### config.mk
export PLATFORM = sky130hd
export DESIGN_NAME = w5300_bus_arbiter
export DESIGN_NICKNAME = d
export VERILOG_FILES = /design/src/rtl/w5300_bus_arbiter.sv
export SDC_FILE = /design/constraint.sdc
export NUM_CORES = 1
export LEC_CHECK = 0
export BUFFER_PORTS_ARGS = -buffer_cell sky130_fd_sc_hd__buf_2
export CORE_MARGIN = 2
export CORE_UTILIZATION = 40
export CTS_BUF_LIST = sky130_fd_sc_hd__clkbuf_2
export DETAILED_ROUTE_END_ITERATION = 12
export GPL_ROUTABILITY_DRIVEN = 0
export PLACE_DENSITY = 0.79
export SETUP_SLACK_MARGIN = 0.5
export SYNTH_ARGS = -nofsm -noshare
export SYNTH_HDL_FRONTEND = slang
export SYNTH_SLANG_ARGS = --single-unit
### constraint.sdc
create_clock -name clk -period 1.63 [get_ports clk]
set_input_delay 0.0815 -clock clk [delete_from_list [all_inputs] [get_ports clk]]
set_output_delay 0.0815 -clock clk [all_outputs]
set_load 0.005 [all_outputs]
### src/rtl/w5300_bus_arbiter.sv
`default_nettype none
// =============================================================================
// Module   : w5300_bus_arbiter
// Purpose  : Serialises register-access commands from N_REQ requesters onto the
//            single W5300 bus-timing engine (strict-priority IRQ slot optional,
//            round-robin otherwise). Optional bus_done watchdog enabled by the
//            W5300_ARB_TIMEOUT_EN macro.
// Revision : 1.0 - initial release
// =============================================================================
module w5300_bus_arbiter #(
    parameter int N_REQ          = 4,
    parameter bit PRIO0          = 1'b1,
    parameter int TIMEOUT_CYCLES = 1024
) (
    input  logic                  clk,
    input  logic                  rst_n,
    input  logic [N_REQ-1:0]      i_req,
    input  logic [N_REQ*11-1:0]   i_req_cmd,
    input  logic [N_REQ*16-1:0]   i_req_wr_data,
    output logic [N_REQ-1:0]      o_gnt,
    output logic [N_REQ-1:0]      o_ack,
    output logic                  o_err,
    output logic [15:0]           o_rd_data,
    output logic                  o_bus_start,
    output logic [10:0]           o_bus_cmd,
    output logic [15:0]           o_bus_wr_data,
    input  logic [15:0]           i_bus_rd_data,
    input  logic                  i_bus_done
);

    localparam int          c_PTR_W    = (N_REQ > 1) ? $clog2(N_REQ) : 1;
    // Parking command: a read of an unused register address
    localparam logic [10:0] c_IDLE_CMD = {1'b1, 10'h3fe};
    localparam logic [15:0] c_TMO_DATA = 16'hdead;

    if (N_REQ < 2 || N_REQ > 8 || TIMEOUT_CYCLES < 2) begin : g_param_check
        $error("w5300_bus_arbiter: illegal parameter value");
    end

    typedef enum logic [1:0] {
        S_IDLE  = 2'd0,
        S_ISSUE = 2'd1,
        S_WAIT  = 2'd2,
        S_DONE  = 2'd3
    } state_t;

    state_t               r_state;
    state_t               w_state_nxt;
    logic [N_REQ-1:0]     r_gnt;
    logic [c_PTR_W-1:0]   r_owner;
    logic [c_PTR_W-1:0]   r_rr_ptr;
    logic                 r_prio_win;
    logic [10:0]          r_bus_cmd;
    logic [15:0]          r_bus_wr_data;
    logic [15:0]          r_rd_data;
    logic                 w_any_req;
    logic                 w_prio_hit;
    logic [c_PTR_W-1:0]   w_win;
    logic                 w_bus_start;
    logic [N_REQ-1:0]     w_ack;
    logic                 w_expire;

    function automatic logic [c_PTR_W-1:0] f_wrap_add(input logic [c_PTR_W-1:0] base,
                                                      input int                 off);
        int sum;
        sum = int'(base) + off;
        if (sum >= N_REQ) begin
            sum = sum - N_REQ;
        end
        return c_PTR_W'(sum);
    endfunction

    // Scan downward so the last hit is the first set bit at or after rr_ptr
    always_comb begin
        w_any_req  = |i_req;
        w_prio_hit = PRIO0 && i_req[0];
        w_win      = '0;
        for (int i = N_REQ - 1; i >= 0; i--) begin
            if (i_req[f_wrap_add(r_rr_ptr, i)]) begin
                w_win = f_wrap_add(r_rr_ptr, i);
            end
        end
        if (w_prio_hit) begin
            w_win = '0;
        end
    end

`ifdef W5300_ARB_TIMEOUT_EN
    localparam int c_TO_W = $clog2(TIMEOUT_CYCLES) + 1;

    logic [c_TO_W-1:0] r_to_cnt;
    logic              r_err;

    always_ff @(posedge clk or negedge rst_n) begin
        if (!rst_n) begin
            r_to_cnt <= '0;
        end else if (r_state != S_WAIT) begin
            r_to_cnt <= '0;
        end else begin
            r_to_cnt <= r_to_cnt + 1'b1;
        end
    end

    assign w_expire = (r_state == S_WAIT) && (r_to_cnt == c_TO_W'(TIMEOUT_CYCLES - 1));

    // A bus_done coinciding with expiry is a real completion
    always_ff @(posedge clk or negedge rst_n) begin
        if (!rst_n) begin
            r_err <= 1'b0;
        end else if (r_state == S_WAIT && !i_bus_done && w_expire) begin
            r_err <= 1'b1;
        end else if (r_state == S_DONE) begin
            r_err <= 1'b0;
        end
    end

    assign o_err = r_err;
`else
    assign w_expire = 1'b0;
    assign o_err    = 1'b0;
`endif

    always_ff @(posedge clk or negedge rst_n) begin
        if (!rst_n) begin
            r_state <= S_IDLE;
        end else begin
            r_state <= w_state_nxt;
        end
    end

    always_comb begin
        w_state_nxt = r_state;
        w_bus_start = 1'b0;
        w_ack       = '0;
        case (r_state)
            S_IDLE: begin
                if (w_any_req) begin
                    w_state_nxt = S_ISSUE;
                end
            end
            S_ISSUE: begin
                w_bus_start = 1'b1;
                w_state_nxt = S_WAIT;
            end
            S_WAIT: begin
                if (i_bus_done || w_expire) begin
                    w_state_nxt = S_DONE;
                end
            end
            S_DONE: begin
                w_ack       = r_gnt;
                w_state_nxt = S_IDLE;
            end
            default: begin
                w_state_nxt = S_IDLE;
            end
        endcase
    end

    always_ff @(posedge clk or negedge rst_n) begin
        if (!rst_n) begin
            r_gnt         <= '0;
            r_owner       <= '0;
            r_prio_win    <= 1'b0;
            r_rr_ptr      <= '0;
            r_bus_cmd     <= c_IDLE_CMD;
            r_bus_wr_data <= '0;
            r_rd_data     <= '0;
        end else begin
            case (r_state)
                S_IDLE: begin
                    if (w_any_req) begin
                        r_gnt         <= N_REQ'(1) << w_win;
                        r_owner       <= w_win;
                        r_prio_win    <= w_prio_hit;
                        r_bus_cmd     <= i_req_cmd[11*w_win +: 11];
                        r_bus_wr_data <= i_req_wr_data[16*w_win +: 16];
                    end
                end
                S_WAIT: begin
                    if (i_bus_done) begin
                        r_rd_data <= i_bus_rd_data;
                    end else if (w_expire) begin
                        r_rd_data <= c_TMO_DATA;
                    end
                end
                S_DONE: begin
                    r_gnt         <= '0;
                    r_bus_cmd     <= c_IDLE_CMD;
                    r_bus_wr_data <= '0;
                    // A priority grant to requester 0 leaves the rotation untouched
                    if (!r_prio_win) begin
                        r_rr_ptr <= f_wrap_add(r_owner, 1);
                    end
                end
                default: begin
                end
            endcase
        end
    end

    assign o_gnt         = r_gnt;
    assign o_ack         = w_ack;
    assign o_rd_data     = r_rd_data;
    assign o_bus_start   = w_bus_start;
    assign o_bus_cmd     = r_bus_cmd;
    assign o_bus_wr_data = r_bus_wr_data;

endmodule
`default_nettype wire
==> flow_metrics.env, run 1 <==
export IMPL_async_flop_share_pct=100
export IMPL_yosys_area_top_type_share_pct=37.6
export IMPL_die_h_um=89.6
export IMPL_port_buffers=182
export IMPL_syn_nets=393
export IMPL_synth_largest_area_cell="dfrtp_1"
export IMPL_synthDistinctLibCells=42
export IMPL_cts_inserted_buffers=5
export IMPL_error="[ERROR RSZ-0060] Max buffer count reached."
export IMPL_dpl_cell_count=531
export IMPL_cts_sinks=54
export IMPL_die_w_um=89.6
export IMPL_cts_repair_resized=40
export IMPL_rows=31
export IMPL_status="stopped before the end"
export IMPL_synth_area_top_cells="dfrtp_1 (38%), dfstp_2 (9.0%), a22oi_1 (8.5%)"
export IMPL_post_dp_hpwl_mm=6.77
export IMPL_synth_area_um2=2930
export IMPL_ys_seq_area_share_pct=46.6
export IMPL_synthCells=257
export IMPL_root_buffer="clkbuf_2"
export IMPL_cts_setup_buffers=17
export IMPL_hold_buffers=113
export IMPL_lastStage="4_1_cts"
export IMPL_cts_max_path_buffers=2
export IMPL_ys_flop_type="dfrtp_1"
export IMPL_initial_core_util_pct=40.8
export IMPL_ios=184
export IMPL_synth_edf_count=0
export IMPL_yosys_warnings=0
export IMPL_synth_avg_cell_area_um2=11.4
export IMPL_h_tree_depth=2
export IMPL_synth_seq_cells=54
## Yosys cell counts, types with 2 or more instances
cell type	instances
dfstp_2	10
nand2_1	23
mux2_2	16
or2_1	2
nand2b_1	2
buf_2	8
a21oi_1	3
dfrtp_1	44
nor2_1	13
and2_1	5
a22oi_2	4
o21ai_0	3
a32oi_1	17
ha_1	5
a22oi_1	33
inv_1	4
buf_6	10
a31oi_1	10
clkbuf_1	2
a22o_1	21
## kinds of logic after synthesis
family / after synthesis / share of synthesized area, %
AND/OR/NAND/NOR: 52 / 8.42
XOR/XNOR: 1 / 0.299
other: 1 / 0.128
flip-flops: 54 / 46.6
buffers and inverters: 27 / 7.13
multiplexers: 16 / 6.15
AO/OA/AOI/OAI: 101 / 29.2
adder cells (fa/ha/maj): 5 / 2.14
## through the flow
step	setup slack [ns]	instance area [µm²]	util, %
after floorplan	0.0983	3100	-
after global placement	0.0694	4100	57.1
after detailed placement	-0.00933	4100	57.1
==> inputs of run 2 (changes only) <==
--- a/config.mk
+++ b/config.mk
@@ -7,12 +7,10 @@
 export LEC_CHECK = 0
 export BUFFER_PORTS_ARGS = -buffer_cell sky130_fd_sc_hd__buf_2
 export CORE_MARGIN = 2
-export CORE_UTILIZATION = 40
-export CTS_BUF_LIST = sky130_fd_sc_hd__clkbuf_2
+export CORE_UTILIZATION = 35
 export DETAILED_ROUTE_END_ITERATION = 12
 export GPL_ROUTABILITY_DRIVEN = 0
-export PLACE_DENSITY = 0.79
-export SETUP_SLACK_MARGIN = 0.5
+export PLACE_DENSITY_LB_ADDON = 0.15
 export SYNTH_ARGS = -nofsm -noshare
 export SYNTH_HDL_FRONTEND = slang
 export SYNTH_SLANG_ARGS = --single-unit
==> constraint.sdc (replaced) <==
create_clock -name clk -period 2.12 [get_ports clk]
set_input_delay 0.106 -clock clk [delete_from_list [all_inputs] [get_ports clk]]
set_output_delay 0.106 -clock clk [all_outputs]
set_load 0.005 [all_outputs]
==> flow_metrics.env, run 2 <==
export IMPL_die_w_um=95.5
export IMPL_slew_violations=0
export IMPL_endpoint_kind="register"
export IMPL_final_cell_mix="buf_2 (182), dfrtp_1 (44), a22oi_1 (33), nand2_1 (23), a22o_1 (21)"
export IMPL_synthCells=257
export IMPL_nets=572
export IMPL_power_frac_seq_pct=39.6
export IMPL_cts_max_path_buffers=2
export IMPL_root_buffer="clkbuf_8"
export IMPL_worstSetupStartpoint="r_state[0]$_DFFE_PN0P_"
export IMPL_h_tree_depth=2
export IMPL_vias=2768
export IMPL_antenna_cells=0
export IMPL_rsz0062_at_grt="false"
export IMPL_worst_slew_pin_transition_ns=0.689
export IMPL_hold_viol=0
export IMPL_hold_class="in -> reg"
export IMPL_fmaxAchievable_mhz=521
export IMPL_clkLatencyLatePin_ns=0.30
export IMPL_status="complete, no violations"
export IMPL_yosys_warnings=0
export IMPL_max_cap_violations=0
export IMPL_syn_nets=393
export IMPL_reg2reg_from="r_state[0]$_DFFE_PN0P_"
export IMPL_skew_ns=0.00381
export IMPL_max_slew_margin_pct=54.1
export IMPL_async_flop_share_pct=100
export IMPL_setup_tns_ns=0
export IMPL_cts_sinks=54
export IMPL_wire_per_inst_um=15.8
export IMPL_initial_core_util_pct=35.8
export IMPL_drtPass1Iterations=4
export IMPL_fin_hold_ws_ns=0.0232
export IMPL_ys_seq_area_share_pct=46.6
export IMPL_synthDistinctLibCells=42
export IMPL_drt_iter0_drc=84
export IMPL_grt_pass1_vias=2678
export IMPL_port_buffers=182
export IMPL_layout_drive_gt1_share_pct=55.1
export IMPL_worst_setup_path_type="reg -> reg"
export IMPL_cts_setup_buffers=0
export IMPL_fin_cells=542
export IMPL_fillerInstances=798
export IMPL_cts_inserted_buffers=5
export IMPL_antenna_found_initial=0
export IMPL_stdcell_area_um2=3990
export IMPL_grt_pass1_wl_mm=13.3
export IMPL_die_area_um2=9120
export IMPL_yosys_area_top_type_share_pct=37.6
export IMPL_grt_ovfl_total=0
export IMPL_syn_to_final_growth_pct=36.1
export IMPL_rows=33
export IMPL_period_needed_ns=1.92
export IMPL_final_common_cell="buf_2"
export IMPL_ys_flop_type="dfrtp_1"
export IMPL_core_um2=8180
export IMPL_clk_pin_slew_worst_paths_ns=0.09
export IMPL_synth_avg_cell_area_um2=11.4
export IMPL_finalWirelength_mm=8.57
export IMPL_viasPerCell=5.11
export IMPL_yosys_top_cells_count="dfrtp_1 (44), a22oi_1 (33), nand2_1 (23)"
export IMPL_synth_largest_area_cell="dfrtp_1"
export IMPL_switchingPower_uw=1570
export IMPL_cts_tree="built"
export IMPL_place_area_um2=3870
export IMPL_path_max_fanout=21
export IMPL_post_dp_hpwl_mm=6.51
export IMPL_dpl_cell_count=533
export IMPL_power_density_nw_per_um2=1110
export IMPL_drtAntennaViolNets=0
export IMPL_switching_share_pct=35.4
export IMPL_p_leak_uw=0.00204
export IMPL_setup_viol=0
export IMPL_hold_start="i_bus_rd_data[15]"
export IMPL_clkPwrFrac_pct=15.1
export IMPL_crit_arrival_ns=2.12
export IMPL_p_comb_share_pct=45.3
export IMPL_synth_area_um2=2930
export IMPL_worst_setup_path_start_kind="register"
export IMPL_ios=184
export IMPL_synth_area_top_cells="dfrtp_1 (38%), dfstp_2 (9.0%), a22oi_1 (8.5%)"
export IMPL_required_ns=2.31
export IMPL_drc=0
export IMPL_synth_edf_count=0
export IMPL_timing_final_crit_share_pct=90.6
export IMPL_die_h_um=95.5
export IMPL_post_synth_top_count_cell="dfrtp_1"
export IMPL_grtUsageTotal_pct=18.8
export IMPL_grt_max_degree=55
export IMPL_ir_drop_mv=0.597
export IMPL_synth_seq_cells=54
export IMPL_internal_power_uw=2870
[run 2: kinds of logic after synthesis]
group | after synthesis | share of synthesized area [%]
flip-flops | 54 | 46.6
multiplexers | 16 | 6.15
other | 1 | 0.128
AND/OR/NAND/NOR | 52 | 8.42
AO/OA/AOI/OAI | 101 | 29.2
adder cells (fa/ha/maj) | 5 | 2.14
buffers and inverters | 27 | 7.13
XOR/XNOR | 1 | 0.299
[run 2: layout make-up]
class / instances / area [µm²] / share of cell area (%)
inverters: 4 / 15.0 / 0.377
flip-flops and latches: 54 / 1360 / 34.2
multi-input cells: 176 / 1360 / 34.0
clock inverters: 3 / 40.0 / 1.00
clock buffers: 5 / 68.8 / 1.73
repair buffers: 195 / 1010 / 25.4
well taps: 105 / 131 / 3.30
[run 2: power groups by stage]
stage | Sequential (µW) | Clock, µW | Combinational [µW]
6_report | 1760 | 671 | 2010
5_1_grt | 1820 | 739 | 2270
4_1_cts | 1760 | 705 | 2050
3_5_place_dp | 1780 | 0 | 2040
3_3_place_gp | 1770 | 0 | 1990
2_1_floorplan | 1790 | 0 | 1210
[run 2: timing repair]
item / 4_1_cts / 5_1_grt
gates resized for setup: 0 / 1
endpoints found under the setup margin: 0 / 21
hold buffers: 1 / 0
hold endpoints to repair: 44 / 0
[run 2: worst max-delay path, cell delays in order (launching register included)]
cell and delay, ns:
dfrtp_1 0.42, inv_1 0.10, ha_1 0.27, and3_1 0.23, or2_2 0.49, a22o_1 0.30
[run 2: routing by layer]
metal / share of wire [%] / global-route usage, %
met2: 47 / 32.2
met5: 0 / 0
met1: 43 / 23.7
met3: 9.0 / 5.14
met4: 0.91 / 4.29
[run 2: worst paths after layout]
| kind | to | slack, ns | cells after the start |
|---|---|---|---|
| max in group asynchronous | o_bus_wr_data[11]$_DFFE_PN0P_ | 1.20 | 3 |
| min in group asynchronous | o_bus_wr_data[15]$_DFFE_PN0P_ | 0.44 | 3 |
| hold reg to reg | r_prio_win$_DFFE_PN0P_ | 0.50 | 1 |
| hold / removal | o_rd_data[15]$_DFFE_PN0P_ | 0.02 | 2 |
| setup reg to reg | o_bus_wr_data[14]$_DFFE_PN0P_ | 0.20 | 5 |
| setup / recovery | o_bus_wr_data[14]$_DFFE_PN0P_ | 0.20 | 5 |
[run 2: through the flow]
step	power [µW]	worst slack, ns	util (%)
after floorplan	3000	0.429	-
after detailed placement	3820	0.0770	47.3
after global placement	3770	0.214	47.3
after global routing	4820	0.0905	48.8
final	4440	0.199	48.8
after CTS	4520	0.0599	48.8
Note: power is estimated with default switching activity, not from simulation.
